**src/rtl/alu_issue_stage_pkg.sv**
```systemverilog
// -----------------------------------------------------------------------------
// alu_issue_stage_pkg
// Shared constants for the ALU issue stage and the ALU itself:
//   - ALUControl operation codes (AND/OR/ADD/SUB)
//   - ALUOp encodings produced by the main decoder
//   - funct3 values that the R-type decode distinguishes
//   - the control bundle stored per buffered operation
//   - the occupancy states of the 2-entry skid buffer
// -----------------------------------------------------------------------------
package alu_issue_stage_pkg;

   // ALUControl codes understood by the ALU
   localparam logic [3:0] ALU_AND = 4'b0000;
   localparam logic [3:0] ALU_OR  = 4'b0001;
   localparam logic [3:0] ALU_ADD = 4'b0010;
   localparam logic [3:0] ALU_SUB = 4'b0110;

   // ALUOp encodings from the main decoder
   localparam logic [1:0] ALUOP_LDST   = 2'b00;
   localparam logic [1:0] ALUOP_BRANCH = 2'b01;
   localparam logic [1:0] ALUOP_RTYPE  = 2'b10;
   localparam logic [1:0] ALUOP_RSVD   = 2'b11;

   // funct3 values recognised for R-type operations
   localparam logic [2:0] F3_ADD_SUB = 3'b000;
   localparam logic [2:0] F3_OR      = 3'b110;
   localparam logic [2:0] F3_AND     = 3'b111;

   // Decoded control carried alongside the operands of each entry
   typedef struct packed {
      logic [3:0] code;
      logic       illegal;
   } ctrl_t;

   // Number of entries held in the head/skid pair
   typedef enum logic [1:0] {
      OCC_EMPTY = 2'd0,
      OCC_ONE   = 2'd1,
      OCC_TWO   = 2'd2
   } occ_e;

endpackage : alu_issue_stage_pkg

```
**src/rtl/alu_issue_stage_if.sv**
```systemverilog
// -----------------------------------------------------------------------------
// alu_issue_stage_if
// Bundles both handshakes of the issue stage:
//   input side : InValid/InReady with ALUOp, Funct3, Funct7b5, A, B
//   output side: OutValid/OutReady with X, Y, ALUControl, Illegal
//   status     : IssueCount (saturating count of output handshakes)
// Modports:
//   slave  - the issue stage itself (accepts operations, presents results)
//   master - its surroundings (decode stage driving inputs, ALU consuming)
// -----------------------------------------------------------------------------
interface alu_issue_stage_if #(
   parameter int WIDTH = 64,
   parameter int CNT_W = 16
);
   logic             InValid;
   logic             InReady;
   logic [1:0]       ALUOp;
   logic [2:0]       Funct3;
   logic             Funct7b5;
   logic [WIDTH-1:0] A;
   logic [WIDTH-1:0] B;

   logic             OutValid;
   logic             OutReady;
   logic [WIDTH-1:0] X;
   logic [WIDTH-1:0] Y;
   logic [3:0]       ALUControl;
   logic             Illegal;
   logic [CNT_W-1:0] IssueCount;

   modport slave (
      input  InValid, ALUOp, Funct3, Funct7b5, A, B, OutReady,
      output InReady, OutValid, X, Y, ALUControl, Illegal, IssueCount
   );

   modport master (
      output InValid, ALUOp, Funct3, Funct7b5, A, B, OutReady,
      input  InReady, OutValid, X, Y, ALUControl, Illegal, IssueCount
   );

endinterface : alu_issue_stage_if

```
**src/rtl/alu_issue_stage_ctrl_decode.sv**
```systemverilog
// -----------------------------------------------------------------------------
// alu_ctrl_decode
// Purely combinational translation of ALUOp/funct3/funct7[5] into the 4-bit
// ALU operation code. Unsupported encodings fall back to ADD and raise the
// illegal flag so the downstream ALU still sees a harmless operation.
// Ports:
//   alu_op   in  2  ALUOp from the main decoder
//   funct3   in  3  instruction funct3
//   funct7b5 in  1  instruction bit 30
//   ctl      out    {code, illegal}
// -----------------------------------------------------------------------------
module alu_ctrl_decode
   import alu_issue_stage_pkg::*;
(
   input  logic [1:0] alu_op,
   input  logic [2:0] funct3,
   input  logic       funct7b5,
   output ctrl_t      ctl
);

   always_comb begin
      ctl.code    = ALU_ADD;
      ctl.illegal = 1'b0;
      case (alu_op)
         ALUOP_LDST:   ctl.code = ALU_ADD;
         ALUOP_BRANCH: ctl.code = ALU_SUB;
         ALUOP_RTYPE: begin
            case (funct3)
               F3_ADD_SUB: ctl.code = funct7b5 ? ALU_SUB : ALU_ADD;
               F3_AND:     ctl.code = ALU_AND;
               F3_OR:      ctl.code = ALU_OR;
               default:    ctl.illegal = 1'b1;
            endcase
         end
         default: ctl.illegal = 1'b1;
      endcase
   end

endmodule : alu_ctrl_decode

```
**src/rtl/alu_issue_stage.sv**
```systemverilog
// -----------------------------------------------------------------------------
// alu_issue_stage
// Registered issue stage in front of the 64-bit ALU. Operations are decoded
// on acceptance and held in a 2-entry buffer (head + skid) so the upstream
// ready never depends combinationally on the ALU's ready.
// Ports:
//   clk    in  clock, all state on the rising edge
//   rst_n  in  asynchronous active-low reset
//   bus    slave modport of alu_issue_stage_if:
//          InValid/InReady + ALUOp/Funct3/Funct7b5/A/B  (input side)
//          OutValid/OutReady + X/Y/ALUControl/Illegal   (output side)
//          IssueCount                                    (saturating pop count)
// -----------------------------------------------------------------------------
module alu_issue_stage
   import alu_issue_stage_pkg::*;
#(
   parameter int WIDTH = 64,
   parameter int CNT_W = 16
) (
   input  logic               clk,
   input  logic               rst_n,
   alu_issue_stage_if.slave   bus
);

   ctrl_t            dec_ctl;

   occ_e             occ_q,      occ_d;
   logic [WIDTH-1:0] head_x_q,   head_x_d;
   logic [WIDTH-1:0] head_y_q,   head_y_d;
   ctrl_t            head_ctl_q, head_ctl_d;
   logic [WIDTH-1:0] skid_x_q,   skid_x_d;
   logic [WIDTH-1:0] skid_y_q,   skid_y_d;
   ctrl_t            skid_ctl_q, skid_ctl_d;
   logic [CNT_W-1:0] cnt_q,      cnt_d;

   logic             in_ready;
   logic             out_valid;
   logic             push;
   logic             pop;

   alu_ctrl_decode u_decode (
      .alu_op   (bus.ALUOp),
      .funct3   (bus.Funct3),
      .funct7b5 (bus.Funct7b5),
      .ctl      (dec_ctl)
   );

   // Both handshake flags come from the occupancy register only, which keeps
   // OutReady->InReady and InValid->OutValid free of combinational paths.
   assign in_ready  = (occ_q != OCC_TWO);
   assign out_valid = (occ_q != OCC_EMPTY);
   assign push      = bus.InValid && in_ready;
   assign pop       = out_valid && bus.OutReady;

   // Occupancy FSM and entry movement
   always_comb begin
      occ_d      = occ_q;
      head_x_d   = head_x_q;
      head_y_d   = head_y_q;
      head_ctl_d = head_ctl_q;
      skid_x_d   = skid_x_q;
      skid_y_d   = skid_y_q;
      skid_ctl_d = skid_ctl_q;

      case (occ_q)
         OCC_EMPTY: begin
            if (push) begin
               head_x_d   = bus.A;
               head_y_d   = bus.B;
               head_ctl_d = dec_ctl;
               occ_d      = OCC_ONE;
            end
         end
         OCC_ONE: begin
            if (push && pop) begin
               // Head is consumed this edge, so the new entry replaces it.
               head_x_d   = bus.A;
               head_y_d   = bus.B;
               head_ctl_d = dec_ctl;
            end else if (push) begin
               skid_x_d   = bus.A;
               skid_y_d   = bus.B;
               skid_ctl_d = dec_ctl;
               occ_d      = OCC_TWO;
            end else if (pop) begin
               occ_d      = OCC_EMPTY;
            end
         end
         OCC_TWO: begin
            if (pop) begin
               head_x_d   = skid_x_q;
               head_y_d   = skid_y_q;
               head_ctl_d = skid_ctl_q;
               occ_d      = OCC_ONE;
            end
         end
         default: occ_d = OCC_EMPTY;
      endcase
   end

   // Saturating issue counter
   always_comb begin
      cnt_d = cnt_q;
      if (pop && (cnt_q != '1)) begin
         cnt_d = cnt_q + CNT_W'(1);
      end
   end

   always_ff @(posedge clk or negedge rst_n) begin
      if (!rst_n) begin
         occ_q      <= OCC_EMPTY;
         head_x_q   <= '0;
         head_y_q   <= '0;
         head_ctl_q <= '0;
         skid_x_q   <= '0;
         skid_y_q   <= '0;
         skid_ctl_q <= '0;
         cnt_q      <= '0;
      end else begin
         occ_q      <= occ_d;
         head_x_q   <= head_x_d;
         head_y_q   <= head_y_d;
         head_ctl_q <= head_ctl_d;
         skid_x_q   <= skid_x_d;
         skid_y_q   <= skid_y_d;
         skid_ctl_q <= skid_ctl_d;
         cnt_q      <= cnt_d;
      end
   end

   assign bus.InReady    = in_ready;
   assign bus.OutValid   = out_valid;
   assign bus.X          = head_x_q;
   assign bus.Y          = head_y_q;
   assign bus.ALUControl = head_ctl_q.code;
   assign bus.Illegal    = head_ctl_q.illegal;
   assign bus.IssueCount = cnt_q;

endmodule : alu_issue_stage

```
**src/flat_wrapper.sv**
```systemverilog
// flat-port wrapper written by rule: the top's interface ports become plain ports
module alu_issue_stage_flat import alu_issue_stage_pkg::*;
#(
   parameter int WIDTH = 64,
   parameter int CNT_W = 16
)
  (clk, rst_n, bus_InValid, bus_ALUOp, bus_Funct3, bus_Funct7b5, bus_A, bus_B, bus_OutReady, bus_InReady, bus_OutValid, bus_X, bus_Y, bus_ALUControl, bus_Illegal, bus_IssueCount);
  alu_issue_stage_if #(.WIDTH(WIDTH), .CNT_W(CNT_W)) bus_i ();
  input  logic clk;
  input  logic rst_n;
  input wire logic [$bits(bus_i.InValid)-1:0] bus_InValid;
  input wire logic [$bits(bus_i.ALUOp)-1:0] bus_ALUOp;
  input wire logic [$bits(bus_i.Funct3)-1:0] bus_Funct3;
  input wire logic [$bits(bus_i.Funct7b5)-1:0] bus_Funct7b5;
  input wire logic [$bits(bus_i.A)-1:0] bus_A;
  input wire logic [$bits(bus_i.B)-1:0] bus_B;
  input wire logic [$bits(bus_i.OutReady)-1:0] bus_OutReady;
  output wire logic [$bits(bus_i.InReady)-1:0] bus_InReady;
  output wire logic [$bits(bus_i.OutValid)-1:0] bus_OutValid;
  output wire logic [$bits(bus_i.X)-1:0] bus_X;
  output wire logic [$bits(bus_i.Y)-1:0] bus_Y;
  output wire logic [$bits(bus_i.ALUControl)-1:0] bus_ALUControl;
  output wire logic [$bits(bus_i.Illegal)-1:0] bus_Illegal;
  output wire logic [$bits(bus_i.IssueCount)-1:0] bus_IssueCount;
  assign bus_i.InValid = bus_InValid;
  assign bus_i.ALUOp = bus_ALUOp;
  assign bus_i.Funct3 = bus_Funct3;
  assign bus_i.Funct7b5 = bus_Funct7b5;
  assign bus_i.A = bus_A;
  assign bus_i.B = bus_B;
  assign bus_i.OutReady = bus_OutReady;
  assign bus_InReady = bus_i.InReady;
  assign bus_OutValid = bus_i.OutValid;
  assign bus_X = bus_i.X;
  assign bus_Y = bus_i.Y;
  assign bus_ALUControl = bus_i.ALUControl;
  assign bus_Illegal = bus_i.Illegal;
  assign bus_IssueCount = bus_i.IssueCount;
  alu_issue_stage #(.WIDTH(WIDTH), .CNT_W(CNT_W)) u_core (.clk(clk), .rst_n(rst_n), .bus(bus_i));
endmodule
```
**config.mk**
```make
export PLATFORM = sky130hd
export DESIGN_NAME = alu_issue_stage_flat
export DESIGN_NICKNAME = d
export VERILOG_FILES = /design/src/rtl/alu_issue_stage_pkg.sv /design/src/rtl/alu_issue_stage_if.sv /design/src/rtl/alu_issue_stage_ctrl_decode.sv /design/src/rtl/alu_issue_stage.sv /design/src/flat_wrapper.sv
export SDC_FILE = /design/constraint.sdc
export NUM_CORES = 1
export LEC_CHECK = 0
export ABC_AREA = 0
export BUFFER_PORTS_ARGS = -buffer_cell sky130_fd_sc_hd__buf_2
export CELL_PAD_IN_SITES_DETAIL_PLACEMENT = 1
export CELL_PAD_IN_SITES_GLOBAL_PLACEMENT = 1
export CORE_ASPECT_RATIO = 0.75
export CORE_MARGIN = 1.5
export CORE_UTILIZATION = 35
export DETAILED_ROUTE_END_ITERATION = 8
export PLACE_DENSITY = 0.74
export SLEW_MARGIN = 20
export SYNTH_ARGS = -nofsm -noshare
export SYNTH_HDL_FRONTEND = slang
export SYNTH_HIERARCHICAL = 1
export SYNTH_SLANG_ARGS = --single-unit
```
**constraint.sdc**
```tcl
create_clock -name clk -period 1.95 [get_ports clk]
set_clock_uncertainty 0.1 [all_clocks]
set_input_delay 0 -clock clk [delete_from_list [all_inputs] [get_ports clk]]
set_output_delay 0 -clock clk [all_outputs]
set_load 0.02 [all_outputs]
```
==> impl_metrics.tcl, run 1 <==
set metrics [dict create \
    maxSlewViolCount 0 \
    drc 0 \
    initial_core_util_pct 35.4 \
    synthArstFlopShare_pct 100 \
    syn_nets 1248 \
    yosys-top-cells-count "dfrtp_1, nand2_1, nor2_1" \
    vias 9908 \
    met2_length_um 18300 \
    first_global_vias 10887 \
    synth_ff_type "dfrtp_1" \
    fin_crit_sh_pct 97.6 \
    firstDrtPassIters 4 \
    synthesis.instances 1106 \
    ant_nets 0 \
    peakVddDrop_uv 796 \
    grt_usage_pct 20.8 \
    pin_count 289 \
    min_period_ns 1.90 \
    grt_pass1_wl_um 58600 \
    path_cells "nand4_1 > nor4_4 > nor2_1 > mux2_2" \
    synthTopCellsByArea "dfrtp_1, mux2_2, nand2_1, a31oi_1, nor2_1" \
    whs_path_depth 3 \
    numPortBuffers 288 \
    seq_area_frac_synth_pct 60.0 \
    clockRootBuffer "clkbuf_16" \
    routedLengthMet1_um 15900 \
    crit_required_ns 2.30 \
    avgSynthCellArea_um2 10.7 \
    endpoint_kind "flip-flop" \
    slowest_delay_ns 0.48 \
    reg2reg_from "u_core/bus.IssueCount[6]" \
    cts_made_buffers 30 \
    grt_max_degree 90 \
    path_buf_inv 0 \
    crit_cells 4 \
    path_max_fanout 5 \
    drive_above_1_share_pct 34.2 \
    insertion_delay_ns 0.57 \
    syn-cell-area_um2 11900 \
    rsz0062_at_grt "true" \
    cts_tree "built" \
    rows 58 \
    clk_pin_slew_ns 0.07 \
    area_delta_synth_final_pct 40.0 \
    power_mw 21.4 \
    crit_slowest_cell "nor4_4" \
    wl_met3_um 1830 \
    pre_cts_slack_ns 0.0868 \
    dr.first_iter.drc_count 528 \
    finalSetupViolations 0 \
    hold_slack_ns 0.109 \
    routed_wl_um 37000 \
    antenna_found_initial 1 \
    gp_congestion 0.832 \
    die_h_um 162 \
    highest_layer "met4" \
    placed_cells 1807 \
    clock_path_buffers 3 \
    cts_max_level 1 \
    worst_slack_ns 0.0466 \
    wl_per_cell_um 18.4 \
    p_per_area_nw_per_um2 1290 \
    dp_hpwl_um 22100 \
    fin_nets 1675 \
    holdCritStartpoint "bus_B[55]" \
    hold_class "in -> reg" \
    ff2ff_path_depth 4 \
    ys_ff_latch 284 \
    yosys_warnings 6 \
    worstReg2RegEnd "u_core/bus.IssueCount[1]" \
    layout.cells.non_filler 2006 \
    status "complete, no violations" \
    synth_most_common_cell "dfrtp_1" \
    timing.fmax_mhz 525 \
    cp.arrival_ns 2.25 \
    path_class "reg -> reg" \
    hold_viol_final 0 \
    synth_edf_count 0 \
    cp_top_family "simple AND/OR/NAND/NOR gates" \
    fin_util_pct 49.6 \
    start_kind "flip-flop" \
    cts.sinks 284 \
    leakagePower_nw 7.51 \
    holdPathEnd "u_core/skid_y_q[55]" \
    die_w_um 215 \
    coreArea_um2 33500 \
    synth_cell_types 42 \
    overflow 0 \
    netlist.area_leader.share_pct 60.0 \
    synth_largest_area_cell "dfrtp_1" \
    drv_cap 0 \
    viasPerCell 4.94 \
    reg2reg_slack_ns 0.05 \
    die_area_um2 35000 \
]
report_power, final:
part | internal (mW) | switching (mW) | total (mW) | leakage, nW
sequential | 7.99 | 1.25 | 9.24 | 3.28
combinational | 2.71 | 3.59 | 6.30 | 3.74
clock | 3.41 | 2.47 | 5.88 | 0.486
total | 14.1 | 7.31 | 21.4 | 7.51
worst min-delay path, stage by stage:
cell and delay, ns:
dlygate4sd3_1 0.51, buf_2 0.10, mux2_2 0.13
registers in the layout (all words and copies together) (netlist names):
register / count
u_core/bus.ALUControl: 4
u_core/bus.IssueCount: 16
u_core/skid_y_q: 64
u_core/bus.Y: 64
u_core/skid_x_q: 64
u_core/bus.X: 64
u_core/skid_ctl_q: 5
u_core/bus.Illegal: 1
u_core/occ_q: 2
kinds of logic (layout without fill, tap and decap cells):
logic type	count (synthesis)	count (layout)	share of synthesized area, %
AOI/OAI and AO/OA	144	144	7.70
xor gates and xnor gates	14	14	1.03
adders and majority gates	4	4	0.422
buffers and inverters	80	529	3.04
DFF	284	284	60.0
muxes	134	134	12.7
other	1	2	0.0316
and+or+nand+nor	445	445	15.1
through the flow:
stage / TNS, ns / area, um2
5_1_grt: -0.0965 / 16600
2_1_floorplan: 0 / 11900
3_5_place_dp: 0 / 14100
4_1_cts: 0 / 16600
6_report: 0 / 16600
3_3_place_gp: 0 / 14100
layout by cell type, fill, tap and decap left out, types with 4 or more instances in the layout:
master | netlist | final
a31oi_1 | 133 | 133
buf_12 | 0 | 24
buf_2 | 45 | 287
buf_4 | 1 | 17
clkbuf_16 | 0 | 31
clkinv_2 | 0 | 7
clkinvlp_4 | 0 | 5
dfrtp_1 | 284 | 282
dlygate4sd3_1 | 0 | 140
ha_1 | 4 | 4
inv_1 | 5 | 5
mux2_2 | 134 | 134
nand2_1 | 272 | 272
nand3_1 | 5 | 5
nor2_1 | 137 | 137
nor3_1 | 6 | 5
xor2_1 | 12 | 12
area by class of cell:
class / count / area, um2
diodes: 1 / 2.50
clock buffers: 37 / 828
clock inverters: 17 / 180
fillers: 3678 / 16900
inverters: 6 / 25.0
multi-input cells: 742 / 4430
flip-flops and latches: 284 / 7110
well taps: 450 / 563
repair buffers: 469 / 3460
routing by layer:
| layer | track usage [%] | vias to the layer above |
|---|---|---|
| met3 | 4.59 | 73 |
| met4 | 5.94 | 0 |
| met1 | 26.0 | 4991 |
| li1 | - | 4622 |
| met2 | 36.1 | 222 |
| met5 | 0 | - |
worst max-delay path by stage:
stage	from	end	slack [ns]
2_1_floorplan	u_core/bus.IssueCount[0]	u_core/bus.IssueCount[12]	0.04
3_3_place_gp	u_core/bus.IssueCount[0]	u_core/bus.IssueCount[12]	0.10
3_5_place_dp	u_core/bus.IssueCount[0]	u_core/bus.IssueCount[9]	0.09
4_1_cts	u_core/occ_q[0]	bus_InReady	0.06
5_1_grt	u_core/bus.IssueCount[6]	u_core/bus.IssueCount[9]	-0.03
6_report	u_core/bus.IssueCount[6]	u_core/bus.IssueCount[1]	0.05
repair_timing:
action / 4_1_cts / 5_1_grt
setup endpoints to repair: 1 / 9
pin swaps: 0 / 3
buffers inserted: 1 / 2
gates resized for setup: 2 / 6
hold endpoints to repair: 563 / 0
hold buffers: 141 / 0
Note: power is estimated with default switching activity, not from simulation.
==> run 2, diff against run 1 <==
--- a/config.mk
+++ b/config.mk
@@ -12,6 +12,7 @@
 export CORE_ASPECT_RATIO = 0.75
 export CORE_MARGIN = 1.5
 export CORE_UTILIZATION = 35
+export CTS_BUF_LIST = sky130_fd_sc_hd__clkbuf_8
 export DETAILED_ROUTE_END_ITERATION = 8
 export PLACE_DENSITY = 0.74
 export SLEW_MARGIN = 20
==> run 2 against run 1 <==
Effect of this change:
- largest cell class unchanged
- die area unchanged
- global-route usage up 0.37 points
- critical path depth up 1
- the flow now finishes with violations (negative setup slack)
- cell count up 1.3%
- via count up 1.2%
- worst setup slack worse by 0.15 ns
==> impl_metrics.tcl, run 2 (synthesis results as in run 1) <==
set metrics [dict create \
    status "complete, but fails checks" \
    failed_checks "negative setup slack" \
    clock_path_buffers 3 \
    wl_per_cell_um 18.5 \
    numPortBuffers 288 \
    drc 0 \
    dr.first_iter.drc_count 437 \
    die_w_um 215 \
    hold_class "in -> reg" \
    cp.arrival_ns 2.36 \
    ant_nets 0 \
    grt_max_degree 90 \
    grt_usage_pct 21.1 \
    worst_slack_ns -0.102 \
    slew_headroom_pct 64.7 \
    vias 10022 \
    firstDrtPassIters 6 \
    overflow 0 \
    die_area_um2 35000 \
    finalSetupViolations 1 \
    grt_pass1_wl_um 59200 \
    coreArea_um2 33500 \
    die_h_um 162 \
    pin_count 289 \
    routed_wl_um 37700 \
    seqPwrFrac_pct 44.7 \
    p_comb_share_pct 30.6 \
    drive_above_1_share_pct 34.5 \
    power_mw 20.6 \
    path_buf_inv 0 \
    placed_area_um2 14100 \
    fin_crit_sh_pct 105 \
    placed_cells 1807 \
    cts_max_level 2 \
    clockRootBuffer "clkbuf_8" \
    power.share.clock_pct 24.7 \
    peakVddDrop_uv 709 \
    cp_top_family "simple AND/OR/NAND/NOR gates" \
    final_cell_area_um2 16500 \
    crit_slowest_cell "nor4b_1" \
    start_kind "flip-flop" \
    internal_power_mw 13.4 \
    path_max_fanout 6 \
    fin_nets 1696 \
    pre_cts_slack_ns 0.0868 \
    gp_congestion 0.832 \
    dp_hpwl_um 22100 \
    area_delta_synth_final_pct 39.3 \
    viasPerCell 4.93 \
    final_common_cell "buf_2" \
    mostFrequentLayoutCells "buf_2, dfrtp_1, nand2_1" \
    slowest_delay_ns 0.53 \
    path_cells "ha_1 > nand3_1 > or2_2 > nor4b_1 > xor2_1" \
    layout.cells.non_filler 2033 \
    netSwitchingFraction_pct 35.0 \
    initial_core_util_pct 35.4 \
    endpoint_kind "flip-flop" \
    cts_tree "built" \
    drv_cap 0 \
    p_per_area_nw_per_um2 1250 \
    insertion_delay_ns 0.56 \
    cts_made_buffers 48 \
    nFillCells 3729 \
    antenna_found_initial 1 \
    crit_required_ns 2.26 \
    maxSlewViolCount 0 \
    leakagePower_nw 7.56 \
    reg2reg_slack_ns -0.10 \
    clk_pin_slew_ns 0.06 \
    netSwitchingPower_mw 7.23 \
    cts.sinks 284 \
    worst_pin_slew_ns 0.523 \
    first_global_vias 10986 \
    rsz0062_at_grt "true" \
    path_class "reg -> reg" \
    timing.fmax_mhz 487 \
    min_period_ns 2.05 \
    hold_viol_final 0 \
    rows 58 \
]
[run 2: cell count changes in the layout (fill, tap and decap cells not counted), moves of 2 or more]
cell,previous run,this run
clkbuf_1,3,0
clkinvlp_4,5,1
buf_4,17,19
clkbuf_16,31,1
clkinv_2,7,3
inv_1,5,20
clkbuf_8,3,59
bufinv_16,3,0
[run 2: timing repair]
item                                   in CTS  in global routing
resized for setup                           2                  5
hold buffers                              141                  0
setup buffers                               1                  4
endpoints found under the hold margin     566                  0
pin swaps                                   0                  3
gates cloned                                0                  1
setup endpoints to repair                   1                 10
[run 2: layout make-up]
class,instances,area [um2],share of cell area (%)
flip-flops and latches,284,7110,43.0
multi-input cells,742,4420,26.8
repair buffers,472,3500,21.2
clock buffers,59,812,4.92
well taps,450,563,3.41
clock inverters,19,78.8,0.477
inverters,6,25.0,0.152
diodes,1,2.50,0.0152
[run 2: tightest hold or removal path, stage by stage]
cell and delay, ns:
dlygate4sd3_1 0.52, buf_2 0.10, mux2_2 0.13
[run 2: layer usage]
metal | global-route usage (%) | routed length (um) | vias up | part of all wire (%)
li1 | - | - | 4663 | -
met1 | 26.2 | 15900 | 5052 | 42
met2 | 36.4 | 18800 | 237 | 50
met3 | 4.89 | 1970 | 70 | 5.2
met4 | 7.15 | 978 | 0 | 2.6
met5 | 0 | 0 | - | 0
[run 2: worst paths after layout]
path	startpoint	to	depth (start not counted)
max	u_core/bus.IssueCount[0]	u_core/bus.IssueCount[12]	5
min	bus_A[49]	u_core/skid_x_q[49]	3
max reg2reg	u_core/bus.IssueCount[0]	u_core/bus.IssueCount[12]	5
min reg2reg	u_core/bus.IssueCount[15]	u_core/bus.IssueCount[15]	1
max in group asynchronous	rst_n	u_core/bus.Y[3]	5
min in group asynchronous	rst_n	u_core/bus.IssueCount[15]	4
[run 2: stage by stage]
step                      hold slack, ns  util, %  setup TNS [ns]
after detailed placement          -0.171     42.2               0
after global routing              0.0757     49.4          -0.421
after CTS                         0.0529     49.1               0
final                              0.121     49.4          -0.102
after floorplan                   -0.396        -               0
after global placement            -0.176     42.2               0
[run 2: power by group through the flow]
stage                     combinational [mW]  clock (mW)  sequential (mW)
after global routing                    6.84        5.55             9.49
after detailed placement                6.00           0             9.25
final                                   6.32        5.10             9.23
after global placement                  5.80           0             9.12
after CTS                               6.26        5.27             9.17
after floorplan                         2.64           0             10.2
==> run 3, diff against run 2 <==
--- a/config.mk
+++ b/config.mk
@@ -14,7 +14,8 @@
 export CORE_UTILIZATION = 35
 export CTS_BUF_LIST = sky130_fd_sc_hd__clkbuf_8
 export DETAILED_ROUTE_END_ITERATION = 8
-export PLACE_DENSITY = 0.74
+export PLACE_DENSITY = 0.76
+export RECOVER_POWER = 25
 export SLEW_MARGIN = 20
 export SYNTH_ARGS = -nofsm -noshare
 export SYNTH_HDL_FRONTEND = slang
==> run 3 against run 2 <==
Effect of this change:
- cell count shrank 0.39%
- the run still ends with negative setup slack left
- non-clock buffer count decreased by 7
- clock power is 4.5% lower
- combinational power fell by 2%
- hold slack got worse by 0.0014 ns
- register-to-register slack better by 0.02 ns
- count of clock-buffer cells in the layout fell by 4
- total power is 1.4% lower
==> impl_metrics.tcl, run 3 (synthesis results as in run 1) <==
set metrics [dict create \
    status "complete, but fails checks" \
    failed_checks "negative setup slack" \
    grt_usage_pct 21.8 \
    reg2reg_from "u_core/bus.IssueCount[0]" \
    area_delta_synth_final_pct 37.1 \
    path_cells "ha_1 > nand3_1 > or2_2 > nor4b_1 > xor2_1" \
    worst_pin_slew_ns 0.882 \
    coreArea_um2 33500 \
    highest_layer "met4" \
    endpoint_kind "flip-flop" \
    slew_headroom_pct 41.2 \
    wl_met3_um 2010 \
    drv_cap 0 \
    fin_nets 1688 \
    die_area_um2 35000 \
    crit_required_ns 2.33 \
    start_kind "flip-flop" \
    cts_max_level 2 \
    pre_cts_slack_ns 0.0295 \
    power_mw 20.4 \
    slowest_delay_ns 0.49 \
    die_h_um 162 \
    wl_per_cell_um 19.0 \
    path_class "reg -> reg" \
    vias 10087 \
    drc 0 \
    placed_cells 1804 \
    finalSetupViolations 2 \
    numPortBuffers 288 \
    placed_area_um2 14000 \
    path_max_fanout 6 \
    drive_above_1_share_pct 30.2 \
    holdCritStartpoint "bus_B[48]" \
    antennaDiodeCount 0 \
    cts_tree "built" \
    gp_congestion 0.817 \
    final_cell_area_um2 16200 \
    hold_viol_final 0 \
    maxSlewViolCount 0 \
    final_common_cell "dfrtp_1" \
    cp.arrival_ns 2.41 \
    initial_core_util_pct 35.4 \
    met2_length_um 19100 \
    grt_pass1_wl_um 60700 \
    pin_count 289 \
    cp-startpoint "u_core/bus.IssueCount[0]" \
    fin_util_pct 48.6 \
    hold_slack_ns 0.120 \
    leakagePower_nw 7.37 \
    crit_slowest_cell "nor4b_1" \
    routed_wl_um 38400 \
    layout.cells.non_filler 2025 \
    cts.sinks 284 \
    rows 58 \
    min_period_ns 2.03 \
    clockRootBuffer "clkbuf_8" \
    viasPerCell 4.98 \
    grt_max_degree 65 \
    timing.fmax_mhz 493 \
    overflow 0 \
    dp_hpwl_um 22800 \
    hold_class "in -> reg" \
    insertion_delay_ns 0.57 \
    peakVddDrop_uv 736 \
    rsz0062_at_grt "true" \
    cts_made_buffers 47 \
    fin_crit_sh_pct 104 \
    dr.first_iter.drc_count 479 \
    die_w_um 215 \
    clock_path_buffers 3 \
    mostFrequentLayoutCells "dfrtp_1, nand2_1, buf_2" \
    setup_tns_ns -0.0796 \
    firstDrtPassIters 4 \
    first_global_vias 11159 \
    worst_slack_ns -0.0781 \
    clk_pin_slew_ns 0.07 \
    p_per_area_nw_per_um2 1250 \
    antenna_found_initial 0 \
    routedLengthMet1_um 16300 \
    ant_nets 0 \
]
==> run 3: cell count changes in the layout (fill, tap and decap cells not counted), moves of 2 or more <==
cell and change:
buf_16 +2, clkbuf_1 +56, inv_1 +5, clkbuf_2 +3, buf_12 -12, clkbuf_8 -4
buf_2 -55, buf_4 -3
==> run 3: what timing repair did <==
action                     4_1_cts  5_1_grt
gates resized for setup          1        3
cloned                           1        2
buffers inserted                 1        0
setup endpoints to repair        1       18
pin swaps                        0        1
hold buffers                   139        0
hold endpoints to repair       566        0
==> run 3: power by group <==
part | internal, mW | total, mW | leakage (nW) | switching [mW]
registers | 8.00 | 9.30 | 3.28 | 1.30
clock network | 2.53 | 4.87 | 0.514 | 2.34
logic | 2.59 | 6.18 | 3.58 | 3.59
total | 13.1 | 20.4 | 7.37 | 7.23
==> run 3: layer usage <==
layer  vias to the layer above  track usage (%)
met5                         -                0
met4                         0             7.57
met3                        86             4.50
met2                       303             37.6
met1                      5061             27.2
li1                       4637                -
==> run 3: worst paths after layout <==
path | end | slack (ns) | cells after the start
max reg2reg | u_core/bus.IssueCount[12] | -0.08 | 5
max in group asynchronous | u_core/skid_x_q[7] | 0.15 | 4
min in group asynchronous | u_core/skid_x_q[45] | 0.57 | 3
max | u_core/bus.IssueCount[12] | -0.08 | 5
min | u_core/skid_y_q[48] | 0.12 | 3
min reg2reg | u_core/skid_y_q[35] | 0.40 | 1
==> run 3: area by class of cell <==
class,count,area (um2)
Sequential cell,284,7110
Multi-Input combinational cell,742,4410
Clock inverter,23,90.1
Timing Repair Buffer,465,3290
Clock buffer,55,757
Tap cell,450,563
Fill cell,3794,17200
Inverter,6,25.0
==> run 3: critical path: cells and delay by family (launching register included) <==
kind | cells | cell delay (ns)
adder cells (fa/ha/maj) | 1 | 0.19
XOR/XNOR | 1 | 0.23
flip-flops | 1 | 0.42
AND/OR/NAND/NOR | 3 | 1.02
